### src/rtl/pic_exec_ctrl.sv
// PIC16C5x instruction-cycle sequencer and decoder.
// Runs the Q1-Q4 cycle, drives the ALU and issues write-back and PC strobes.
package pic_pkg;
  localparam int DATA_WIDTH = 8;
  localparam int ALU_FUNC_WIDTH = 4;
  localparam int BIT_SEL_WIDTH = 3;

  typedef enum logic [ALU_FUNC_WIDTH-1:0] {
    ALU_ADDWF, ALU_SUBWF, ALU_ANDWF, ALU_IORWF,
    ALU_XORWF, ALU_COMF, ALU_INCF, ALU_DECF,
    ALU_RRF, ALU_RLF, ALU_SWAPF, ALU_BCF,
    ALU_BSF, ALU_IORLW, ALU_ANDLW, ALU_IDLE
  } aluFunc_t;

  typedef enum logic [2:0] {
    WB_ALU, WB_W, WB_F, WB_ZERO, WB_LIT, WB_XORL
  } wbSel_t;

  typedef enum logic [1:0] {Q1, Q2, Q3, Q4} qPhase_t;

  typedef struct packed {
    aluFunc_t aluFunc;
    wbSel_t   wbSel;
    logic     wDest;
    logic     fDest;
    logic     zUpd;
    logic     skipZ;
    logic     skipClr;
    logic     skipSet;
    logic     isGoto;
    logic     isCall;
    logic     isRet;
  } dec_t;

  localparam dec_t DEC_NOP = '{
    ALU_IDLE, WB_ALU, 1'b0, 1'b0, 1'b0, 1'b0,
    1'b0, 1'b0, 1'b0, 1'b0, 1'b0
  };
endpackage

module pic_exec_ctrl
  import pic_pkg::*;
(
  input  logic                      clk,
  input  logic                      rst_n,
  input  logic [11:0]               instIn,
  input  logic [DATA_WIDTH-1:0]     wIn,
  input  logic [DATA_WIDTH-1:0]     fIn,
  input  logic [DATA_WIDTH-1:0]     aluResultIn,
  output logic [ALU_FUNC_WIDTH-1:0] aluFuncOut,
  output logic [BIT_SEL_WIDTH-1:0]  bitSelOut,
  output logic [7:0]                litOut,
  output logic [4:0]                fAddrOut,
  output logic [DATA_WIDTH-1:0]     wbDataOut,
  output logic                      wWrEn,
  output logic                      fWrEn,
  output logic                      zWrEn,
  output logic                      zOut,
  output logic [1:0]                qPhaseOut,
  output logic                      pcIncOut,
  output logic                      pcLoadOut,
  output logic                      pcSrcOut,
  output logic [8:0]                pcLoadVal,
  output logic                      pushOut,
  output logic                      popOut
);

  qPhase_t q, qNext;
  dec_t dec, decNext;
  logic [8:0] irArg;
  logic [11:0] instNext;
  logic flush, flushPend;
  logic [7:0] wbData;
  logic skip, branch, d;

  always_ff @(posedge clk) begin
    if (!rst_n) q <= Q1;
    else q <= qNext;
  end

  always_comb begin
    qNext = q;
    unique case (q)
      Q1: qNext = Q2;
      Q2: qNext = Q3;
      Q3: qNext = Q4;
      Q4: qNext = Q1;
      default: qNext = Q1;
    endcase
  end

  // A pending skip/branch replaces the fetched word with NOP.
  assign instNext = flushPend ? 12'h000 : instIn;
  assign d = instNext[5];

  always_comb begin
    decNext = DEC_NOP;
    unique case (1'b1)
      instNext[11:5] == 7'b0000001: begin
        decNext.fDest = 1'b1;
        decNext.wbSel = WB_W;
      end
      instNext == 12'h040: begin
        decNext.wDest = 1'b1;
        decNext.wbSel = WB_ZERO;
        decNext.zUpd = 1'b1;
      end
      instNext[11:5] == 7'b0000011: begin
        decNext.fDest = 1'b1;
        decNext.wbSel = WB_ZERO;
        decNext.zUpd = 1'b1;
      end
      instNext[11:10] == 2'b00 && instNext[9:7] != 3'b000: begin
        decNext.wDest = ~d;
        decNext.fDest = d;
        decNext.zUpd = 1'b1;
        case (instNext[9:6])
          4'b0010: decNext.aluFunc = ALU_SUBWF;
          4'b0011: decNext.aluFunc = ALU_DECF;
          4'b0100: decNext.aluFunc = ALU_IORWF;
          4'b0101: decNext.aluFunc = ALU_ANDWF;
          4'b0110: decNext.aluFunc = ALU_XORWF;
          4'b0111: decNext.aluFunc = ALU_ADDWF;
          4'b1000: decNext.wbSel = WB_F;
          4'b1001: decNext.aluFunc = ALU_COMF;
          4'b1010: decNext.aluFunc = ALU_INCF;
          4'b1011: begin
            decNext.aluFunc = ALU_DECF;
            decNext.zUpd = 1'b0;
            decNext.skipZ = 1'b1;
          end
          4'b1100: begin
            decNext.aluFunc = ALU_RRF;
            decNext.zUpd = 1'b0;
          end
          4'b1101: begin
            decNext.aluFunc = ALU_RLF;
            decNext.zUpd = 1'b0;
          end
          4'b1110: begin
            decNext.aluFunc = ALU_SWAPF;
            decNext.zUpd = 1'b0;
          end
          default: begin
            decNext.aluFunc = ALU_INCF;
            decNext.zUpd = 1'b0;
            decNext.skipZ = 1'b1;
          end
        endcase
      end
      instNext[11:10] == 2'b01: begin
        case (instNext[9:8])
          2'b00: begin
            decNext.aluFunc = ALU_BCF;
            decNext.fDest = 1'b1;
          end
          2'b01: begin
            decNext.aluFunc = ALU_BSF;
            decNext.fDest = 1'b1;
          end
          2'b10: decNext.skipClr = 1'b1;
          default: decNext.skipSet = 1'b1;
        endcase
      end
      instNext[11:8] == 4'h8: begin
        decNext.isRet = 1'b1;
        decNext.wDest = 1'b1;
        decNext.wbSel = WB_LIT;
      end
      instNext[11:8] == 4'h9: decNext.isCall = 1'b1;
      instNext[11:9] == 3'b101: decNext.isGoto = 1'b1;
      instNext[11:8] == 4'hC: begin
        decNext.wDest = 1'b1;
        decNext.wbSel = WB_LIT;
      end
      instNext[11:8] == 4'hD: begin
        decNext.aluFunc = ALU_IORLW;
        decNext.wDest = 1'b1;
        decNext.zUpd = 1'b1;
      end
      instNext[11:8] == 4'hE: begin
        decNext.aluFunc = ALU_ANDLW;
        decNext.wDest = 1'b1;
        decNext.zUpd = 1'b1;
      end
      instNext[11:8] == 4'hF: begin
        decNext.wDest = 1'b1;
        decNext.wbSel = WB_XORL;
        decNext.zUpd = 1'b1;
      end
      default: decNext = DEC_NOP;
    endcase
  end

  always_comb begin
    wbData = aluResultIn;
    unique case (dec.wbSel)
      WB_W:    wbData = wIn;
      WB_F:    wbData = fIn;
      WB_ZERO: wbData = 8'h00;
      WB_LIT:  wbData = irArg[7:0];
      WB_XORL: wbData = irArg[7:0] ^ wIn;
      default: wbData = aluResultIn;
    endcase
  end

  assign skip = ~flush & (
    (dec.skipZ & (aluResultIn == 8'h00)) |
    (dec.skipClr & ~fIn[irArg[7:5]]) |
    (dec.skipSet & fIn[irArg[7:5]]));
  assign branch = ~flush & (dec.isGoto | dec.isCall | dec.isRet);

  always_ff @(posedge clk) begin
    if (!rst_n) begin
      dec <= DEC_NOP;
      irArg <= '0;
      flush <= 1'b0;
      flushPend <= 1'b0;
      wbDataOut <= '0;
      zOut <= 1'b0;
      {wWrEn, fWrEn, zWrEn} <= '0;
      {pcIncOut, pcLoadOut, pushOut, popOut} <= '0;
    end else begin
      {wWrEn, fWrEn, zWrEn} <= '0;
      {pcIncOut, pcLoadOut, pushOut, popOut} <= '0;
      if (q == Q3) begin
        wbDataOut <= wbData;
        zOut <= (wbData == 8'h00);
        flushPend <= skip | branch;
        wWrEn <= dec.wDest & ~flush;
        fWrEn <= dec.fDest & ~flush;
        zWrEn <= dec.zUpd & ~flush;
        pcLoadOut <= branch;
        pcIncOut <= ~branch;
        pushOut <= dec.isCall & ~flush;
        popOut <= dec.isRet & ~flush;
      end
      if (q == Q4) begin
        dec <= decNext;
        irArg <= instNext[8:0];
        flush <= flushPend;
        flushPend <= 1'b0;
      end
    end
  end

  assign qPhaseOut = q;
  assign aluFuncOut = dec.aluFunc;
  assign bitSelOut = irArg[7:5];
  assign litOut = irArg[7:0];
  assign fAddrOut = irArg[4:0];
  assign pcSrcOut = dec.isRet;

  always_comb begin
    pcLoadVal = 9'h000;
    unique case (1'b1)
      dec.isGoto: pcLoadVal = irArg;
      dec.isCall: pcLoadVal = {1'b0, irArg[7:0]};
      default:    pcLoadVal = 9'h000;
    endcase
  end

endmodule

### config.mk
export PLATFORM = sky130hd
export DESIGN_NAME = pic_exec_ctrl
export DESIGN_NICKNAME = d
export VERILOG_FILES = /design/src/rtl/pic_exec_ctrl.sv
export SDC_FILE = /design/constraint.sdc
export NUM_CORES = 1
export LEC_CHECK = 0
export CORE_UTILIZATION = 30
export CTS_BUF_LIST = sky130_fd_sc_hd__clkbuf_4 sky130_fd_sc_hd__clkbuf_8
export DETAILED_ROUTE_END_ITERATION = 16
export GPL_ROUTABILITY_DRIVEN = 0
export PLACE_DENSITY = 0.54
export SLEW_MARGIN = 25
export SYNTH_ARGS = -nofsm -noshare
export SYNTH_HDL_FRONTEND = slang
export SYNTH_SLANG_ARGS = --single-unit
export TNS_END_PERCENT = 5
### constraint.sdc
create_clock -name clk -period 2.31 [get_ports clk]
set_clock_uncertainty 0.15 [all_clocks]
set_input_delay 0.231 -clock clk [delete_from_list [all_inputs] [get_ports clk]]
set_output_delay 0.231 -clock clk [all_outputs]
set_load 0.01 [all_outputs]
After elaboration in Yosys (flattened, before gate mapping)
Index checks and enable logic that the tools add are counted.

storage, ports and cells
  register bits after elaboration = 45

cells by class
  $lt $le $gt $ge = 1
  bitwise logic cells = 21
  reductions and logical operators = 19
  mux-type cells = 24
  equal/unequal tests = 34

operators with widths
  kind                   count
  $eq A4 B4 Y1 const B   13
  $pmux W4 S11           1
  $pmux W8 S5            1
  $pmux W9 S2            1
  $eq A4 B3 Y1 const B   4
  $logic_not A8 Y1       2
  $pmux W4 S4            1
  $pmux W3 S5            1
  $eq A12 B7 Y1 const B  1
  $mux W12               1
  $reduce_or A12 Y1      1
  $reduce_or A2 Y1       6
  $and A1 B1 Y1          10
  $mux W1                10
  $eq A3 B3 Y1 const B   3
  $reduce_or A9 Y1       1
  $eq A4 B2 Y1 const B   2
  $pmux W2 S4            1
  $xor A8 B8 Y8          1
  $eq A7 B1 Y1 const B   1
  $eq A7 B2 Y1 const B   1
  $eq A2 B1 Y1 const B   3
  $eq A2 B2 Y1 const B   3
  $eq A3 B2 Y1 const B   2
  16 further kinds       28

Depth between registers and ports, before layout
Gate-level depths: netlist of the first run.

  depth in word-level cells = 8
  mapped depth = 8

Worst setup path after synthesis of the first run
No wires, ideal clock.

  path type = register to register
  from = reg q[1], in the netlist qPhaseOut[1]
  to = reg dec, in the netlist aluFuncOut[0]
  slack = 0.491 ns
  data arrival time = 1.532 ns
  path buffers = 1
  data required time = 2.023 ns
  stages on the path, launching flop included = 6
  cells stage by stage = dfxtp_1 ha_1 clkbuf_1 o211ai_1 nor4_1 a31oi_1

between the ends
  word-level cells in the longest chain between the ends = 1

RTL lines
  item                    line  RTL
  from (decl)             68    qPhase_t q, qNext;
  from (signal assigned)  78    else q <= qNext;
  $eq A2 B2 Y1            238   if (q == Q4) begin
  to (signal assigned)    239   dec <= decNext;
  to (decl)               69    dec_t dec, decNext;

Every way passes these cells.
A chain may end at the register's enable or synchronous reset.

Worst setup path in the final report of the first run
  from = reg dec[9] (netlist bit)
  to = reg zOut

between the ends
  word-level cells in the longest chain between the ends = 3
  elaborated cells on any way between the ends = 7
  those cells by class = eq/ne: 5; mux: 1; reduce/logical: 1

RTL lines
  item                                        line  RTL
  $eq A3 B3 Y1, or another cell as far along  197   unique case (dec.wbSel)
  $pmux W8 S5 (*)                             197
  $logic_not A8 Y1 (*)                        228   zOut <= (wbData == 8'h00);
  to (signal assigned)                        228
  to (decl)                                   58    output logic zOut,

Every way passes the cells marked *; elsewhere a longest branch is shown, timed or not.

==> results of run 1 <==
## layer usage
layer  part of all wire, %  global-route usage, %  vias up
li1                      -                      -     1445
met1                    48                   24.4     1330
met2                    45                   27.7       90
met3                   5.4                   2.77        8
met4                   1.2                   4.35        0
met5                     0                      0        -
## Yosys cell counts, types with 5 or more instances
library cell / instances / area [um^2]
o22ai_1: 7 / 43.8
nor2_1: 19 / 71.3
nand3_1: 12 / 60.1
inv_1: 17 / 63.8
o211ai_1: 5 / 37.5
buf_6: 5 / 56.3
nor2b_1: 40 / 250
nand2_1: 22 / 82.6
clkbuf_1: 14 / 52.6
dfxtp_1: 45 / 901
and2_1: 8 / 50.1
mux2i_1: 14 / 140
nand2b_1: 10 / 62.6
a21oi_1: 42 / 210
o21ai_0: 11 / 55.1
nand4_1: 11 / 68.8
buf_4: 20 / 150
nor3_1: 8 / 40.0
## power by group
part           internal, mW  switching (mW)
Sequential            0.844          0.0736
Combinational         0.353           0.329
Clock                 0.337           0.268
## metrics by stage
| step | cells | area, um^2 | worst slack, ns | utilization [%] | hold slack [ns] |
|---|---|---|---|---|---|
| 2_1_floorplan | 372 | 2920 | 0.491 | - | 0.242 |
| 3_3_place_gp | 566 | 3820 | 0.0848 | 41.0 | 0.303 |
| 3_5_place_dp | 566 | 3820 | 0.122 | 41.0 | 0.306 |
| 4_1_cts | 574 | 3940 | 0.152 | 42.2 | 0.331 |
| 5_1_grt | 574 | 3940 | 0.0141 | 42.2 | 0.349 |
| 6_report | 574 | 3940 | 0.136 | 42.2 | 0.329 |
## state kept, by name (all words and copies together), names as in the netlist, 2 cells and up
register	count
dec	11
aluFuncOut	4
wbDataOut	8
irArg	9
qPhaseOut	2
## path summary, 6_finish.rpt
path	startpoint	end	slack, ns
min	dec[7]	fWrEn	0.33
min reg2reg	dec[7]	fWrEn	0.33
max reg2reg	dec[9]	zOut	0.14
max	dec[9]	zOut	0.14
## cell usage in the layout (no fill, tap or decap), types with 2 or more instances in the layout
cell type,n
a211oi_1,3
a211oi_2,2
a21boi_0,4
a21oi_1,42
a2bb2oi_1,4
a31oi_1,4
a41oi_1,2
and2_1,8
buf_4,24
clkbuf_8,5
clkdlybuf4s50_1,85
dfxtp_1,45
ha_1,3
inv_1,17
mux2i_1,14
mux4_2,2
nand2_1,22
nand2b_1,10
nand3_1,12
nand4_1,11
nor2_1,19
nor2b_1,40
nor3_1,8
nor4_1,4
nor4b_1,2
o2111ai_1,2
o211ai_1,5
o21a_1,2
o21ai_0,11
o21ai_1,2
o221ai_1,4
o22ai_1,7
or4_1,2
## kinds of logic after synthesis
| family | after synthesis | share of synthesized area [%] |
|---|---|---|
| buf+inv | 62 | 12.0 |
| simple gates | 143 | 26.7 |
| fa+ha+maj | 3 | 1.29 |
| xor+xnor | 1 | 0.300 |
| compound gates | 102 | 22.4 |
| mux | 16 | 6.35 |
| flops | 45 | 30.9 |
## area by class of cell
class                      instances  area [um^2]
multi-input combinational        265         1660
clock buffer                       6         76.3
timing repair buffer             109         1030
fill                             956         5390
inverter                          18         67.6
sequential                        45          901
clock inverter                     2         38.8
tap                              129          161
==> results.py, run 1 <==
metrics = {
    "detailed_routing": {
        "wl_per_cell_um": 14.8,
        "vias": 2873,
        "wl_um": 8500,
        "routed_via_density": 5.01,
        "ant_nets": 0,
        "drcViolationCount": 0,
        "drt_iter0_drc": 101,
        "drt-pass1-iter-count": 5,
    },
    "clock_network": {
        "cts_setup_buffers": 0,
        "clk_latency_ns": 0.29,
        "cts_tree": "built",
        "cts_buffers": 5,
        "cts_resized": 0,
        "cts_root_buf": "clkbuf_8",
        "htreeDepth": 2,
        "clock_sinks": 45,
        "cts_hold_buf": 0,
        "clock_path_buffers": 2,
        "path_clk_slew_ns": 0.09,
    },
    "die": {
        "io_pins": 86,
        "die_area_um2": 10100,
        "std_cell_rows": 35,
        "start_util_pct": 31.3,
        "core_area_um2": 9330,
        "die_x_um": 101,
        "die_height_um": 101,
    },
    "global_routing": {
        "grt_overflow_total": 0,
        "grt_max_degree": 26,
        "antenna_found_initial": 0,
        "grt_pass1_wl_um": 13900,
        "grt_usage_pct": 17.4,
        "grt_pass1_vias": 2726,
    },
    "timing": {
        "setup-tns-final_ns": 0,
        "period_share_pct": 94.1,
        "layout_min_cycle_time_ns": 2.17,
        "final-setup-viol-count": 0,
        "worst_pin_slew_ns": 0.458,
        "max_slew_margin_pct": 69.1,
        "rsz0062_at_grt": "no",
        "slew_violations": 0,
        "clock.fmax_mhz": 460,
        "hold_viol_final": 0,
    },
    "setup_path": {
        "arrival_ns": 2.24,
        "cp_common_cell": "a21oi_1",
        "worstPathRequired_ns": 2.38,
        "crit_chain": "and2b_1 > a21oi_1 > o221ai_1 > a21oi_1 > or4_1 > o22ai_1",
        "max_stage_delay_ns": 0.53,
        "critical_path.top_delay_family": "simple AND/OR/NAND/NOR gates",
        "path_depth": 6,
        "crit_path_top_delay_cell": "or4_1",
        "crit_buf_inv": 0,
        "worst-path-max-fanout": 10,
        "path_class": "flip-flop to flip-flop",
        "reg2regPathDepth": 6,
        "worst_setup_path_start_kind": "flip-flop",
        "crit_path_end_kind": "flip-flop",
    },
    "placement": {
        "port_buffers": 85,
        "hpwl_um": 6680,
    },
    "layout": {
        "nNetsFinal": 485,
        "syn_to_final_growth_pct": 35.2,
        "drive_gt1_share_pct": 9.21,
        "n_antenna_cell": 0,
    },
    "synthesis": {
        "synth_edf_count": 0,
        "async_flop_share_pct": 0,
        "synth_cell_types": 50,
        "synth_nets": 413,
        "yosysWarnings": 0,
        "synthesis.area_um2": 2920,
        "synth_seq_cells": 45,
        "syn_area_per_cell_um2": 7.84,
        "synth-main-ff-cell": "dfxtp_1",
        "yosysSeqAreaShare_pct": 30.9,
        "syn_inst": 372,
    },
    "run": {
        "maxCapViolCount": 0,
    },
    "power": {
        "p_per_area_nw_per_um2": 559,
        "ir_drop_mv": 0.312,
        "totalPowerFinal_mw": 2.20,
        "leakage_nw": 1.40,
    },
    "status": {
        "outcome": "complete, no violations",
    },
    "min_path": {
        "hold_path_depth": 1,
        "min_path_type": "flip-flop to flip-flop",
    },
}
Note: power is estimated with default switching activity, not from simulation.
==> run 2, diff against run 1 <==
==> constraint.sdc (replaced) <==
create_clock -name clk -period 2.4 [get_ports clk]
set_clock_uncertainty 0.15 [all_clocks]
set_input_delay 0.24 -clock clk [delete_from_list [all_inputs] [get_ports clk]]
set_output_delay 0.24 -clock clk [all_outputs]
set_load 0.01 [all_outputs]
==> run 2 against run 1 <==
  * Fmax down 2.3%
  * Combinational power down 6.2%
  * Via count up 0.42%
  * Register-to-register slack better by 0.04 ns
  * Clock power down 20%
  * Count of clock-buffer cells in the layout down 1
  * Sequential share of layout area up 0.37 points
  * Final cell count down 0.87%
  * Non-clock buffer count down 5
  * Flip-flop and latch count unchanged
  * Utilization down 0.67 points
  * Design area down 1.6%
  * Critical path type unchanged
  * Largest power group unchanged
==> results.py, run 2 (same netlist as run 1, synthesis figures left out) <==
metrics = {
    "status": {
        "outcome": "complete, no violations",
    },
    "power": {
        "clock_power_share_pct": 24.3,
        "swShare_pct": 32.9,
        "p_int_mw": 1.35,
        "ir_drop_mv": 0.246,
        "p_switching_uw": 660,
        "leakage_nw": 1.36,
        "pwr-share-seq_pct": 43.9,
        "totalPowerFinal_mw": 2.01,
        "p_per_area_nw_per_um2": 518,
        "combinationalPowerShare_pct": 31.9,
    },
    "global_routing": {
        "grt_usage_pct": 17.2,
        "antenna_found_initial": 0,
        "grt_max_degree": 27,
        "grt_pass1_vias": 2785,
        "grt_pass1_wl_um": 13700,
        "grt_overflow_total": 0,
    },
    "min_path": {
        "min_path_type": "flip-flop to flip-flop",
    },
    "detailed_routing": {
        "vias": 2885,
        "drt_iter0_drc": 123,
        "wl_um": 8510,
        "routed_via_density": 5.07,
        "ant_nets": 0,
        "drt-pass1-iter-count": 5,
        "drcViolationCount": 0,
        "wl_per_cell_um": 15.0,
    },
    "layout": {
        "final_cells": 569,
        "layout_commonest_cell": "clkdlybuf4s50_1",
        "drive_gt1_share_pct": 8.18,
        "layout_common_cells": "clkdlybuf4s50_1 (85), dfxtp_1 (45), a21oi_1 (42)",
        "syn_to_final_growth_pct": 33.0,
        "fillerInstances": 964,
        "n_antenna_cell": 0,
        "final_util_pct": 41.6,
        "largest_register": "dec",
        "nNetsFinal": 480,
        "finalInstanceArea_um2": 3880,
        "largest_registers": "dec: 11 flops, irArg: 9 flops, wbDataOut: 8 flops",
        "largest_register_ffs": 11,
    },
    "setup_path": {
        "arrival_ns": 2.30,
        "rrSetupSlack_ns": 0.18,
        "r2r-end": "zOut",
        "worst-path-max-fanout": 17,
        "reg2regPathDepth": 6,
        "worstPathRequired_ns": 2.48,
        "crit_path_end_kind": "flip-flop",
        "path_class": "flip-flop to flip-flop",
        "timing.rr.start": "dec[9]",
        "worst_setup_path_start_kind": "flip-flop",
        "cp-endpoint": "zOut",
        "setup.worst_path.start": "dec[9]",
    },
    "placement": {
        "hpwl_um": 6670,
        "placedCellCount": 561,
        "placed_area_um2": 3790,
        "port_buffers": 85,
    },
    "timing": {
        "layout_min_cycle_time_ns": 2.22,
        "hold_viol_final": 0,
        "period_share_pct": 92.7,
        "max_slew_margin_pct": 62.1,
        "final-setup-viol-count": 0,
        "setup-tns-final_ns": 0,
        "clock.fmax_mhz": 449,
        "rsz0062_at_grt": "no",
        "worst_pin_slew_ns": 0.566,
        "slew_violations": 0,
    },
    "clock_network": {
        "clk_latency_ns": 0.30,
        "cts_hold_buf": 0,
        "cts_tree": "built",
        "cts_setup_buffers": 0,
        "cts_root_buf": "clkbuf_8",
        "cts_resized": 0,
        "cts_buffers": 5,
        "clock_sinks": 45,
        "clock_path_buffers": 2,
        "htreeDepth": 2,
        "path_clk_slew_ns": 0.09,
    },
    "die": {
        "io_pins": 86,
        "die_x_um": 101,
        "start_util_pct": 31.3,
        "std_cell_rows": 35,
        "die_area_um2": 10100,
        "die_height_um": 101,
        "core_area_um2": 9330,
    },
    "run": {
        "maxCapViolCount": 0,
    },
}
[run 2: per-layer routing]
| metal | wire length, um | GRT usage, % |
|---|---|---|
| met3 | 443 | 2.98 |
| met5 | 0 | 0 |
| met1 | 4050 | 23.1 |
| met2 | 3900 | 28.4 |
| met4 | 121 | 4.46 |
[run 2: final cells by class]
| class | count | area, um^2 | share of cell area (%) |
|---|---|---|---|
| Clock inverter | 3 | 21.3 | 0.549 |
| Inverter | 18 | 67.6 | 1.74 |
| Timing Repair Buffer | 104 | 993 | 25.6 |
| Clock buffer | 5 | 68.8 | 1.77 |
| Multi-Input combinational cell | 265 | 1660 | 42.9 |
| Sequential cell | 45 | 901 | 23.2 |
| Tap cell | 129 | 161 | 4.16 |
[run 2: worst min path at each step]
| stage | startpoint | endpoint | slack (ns) | depth (start not counted) |
|---|---|---|---|---|
| final | dec[7] | fWrEn | 0.31 | 1 |
| after global routing | zOut | zOut | 0.34 | 2 |
| after CTS | dec[7] | fWrEn | 0.32 | 1 |
| after detailed placement | dec[7] | fWrEn | 0.30 | 1 |
| after global placement | dec[7] | fWrEn | 0.30 | 1 |
| after floorplan | instIn[0] | irArg[0] | 0.25 | 2 |
[run 2: power by group through the flow]
| stage | logic (mW) | registers, mW | clock network (mW) |
|---|---|---|---|
| 2_1_floorplan | 0.375 | 0.889 | 0 |
| 3_3_place_gp | 0.637 | 0.901 | 0 |
| 3_5_place_dp | 0.639 | 0.901 | 0 |
| 4_1_cts | 0.642 | 0.884 | 0.504 |
| 5_1_grt | 0.701 | 0.896 | 0.532 |
| 6_report | 0.640 | 0.882 | 0.487 |
[run 2: worst max-delay path, cell delays in order, from the launching register on]
cell and delay [ns]:
dfxtp_1 0.66, buf_4 0.26, a21oi_1 0.07, o221ai_1 0.17, a21oi_1 0.16, or4_1 0.52, o22ai_1 0.16
[run 2: per-stage QoR]
stage	hold slack, ns	setup slack (ns)
after floorplan	0.251	0.581
after global placement	0.298	0.167
after detailed placement	0.297	0.139
after CTS	0.319	0.207
after global routing	0.344	0.0376
final	0.314	0.175
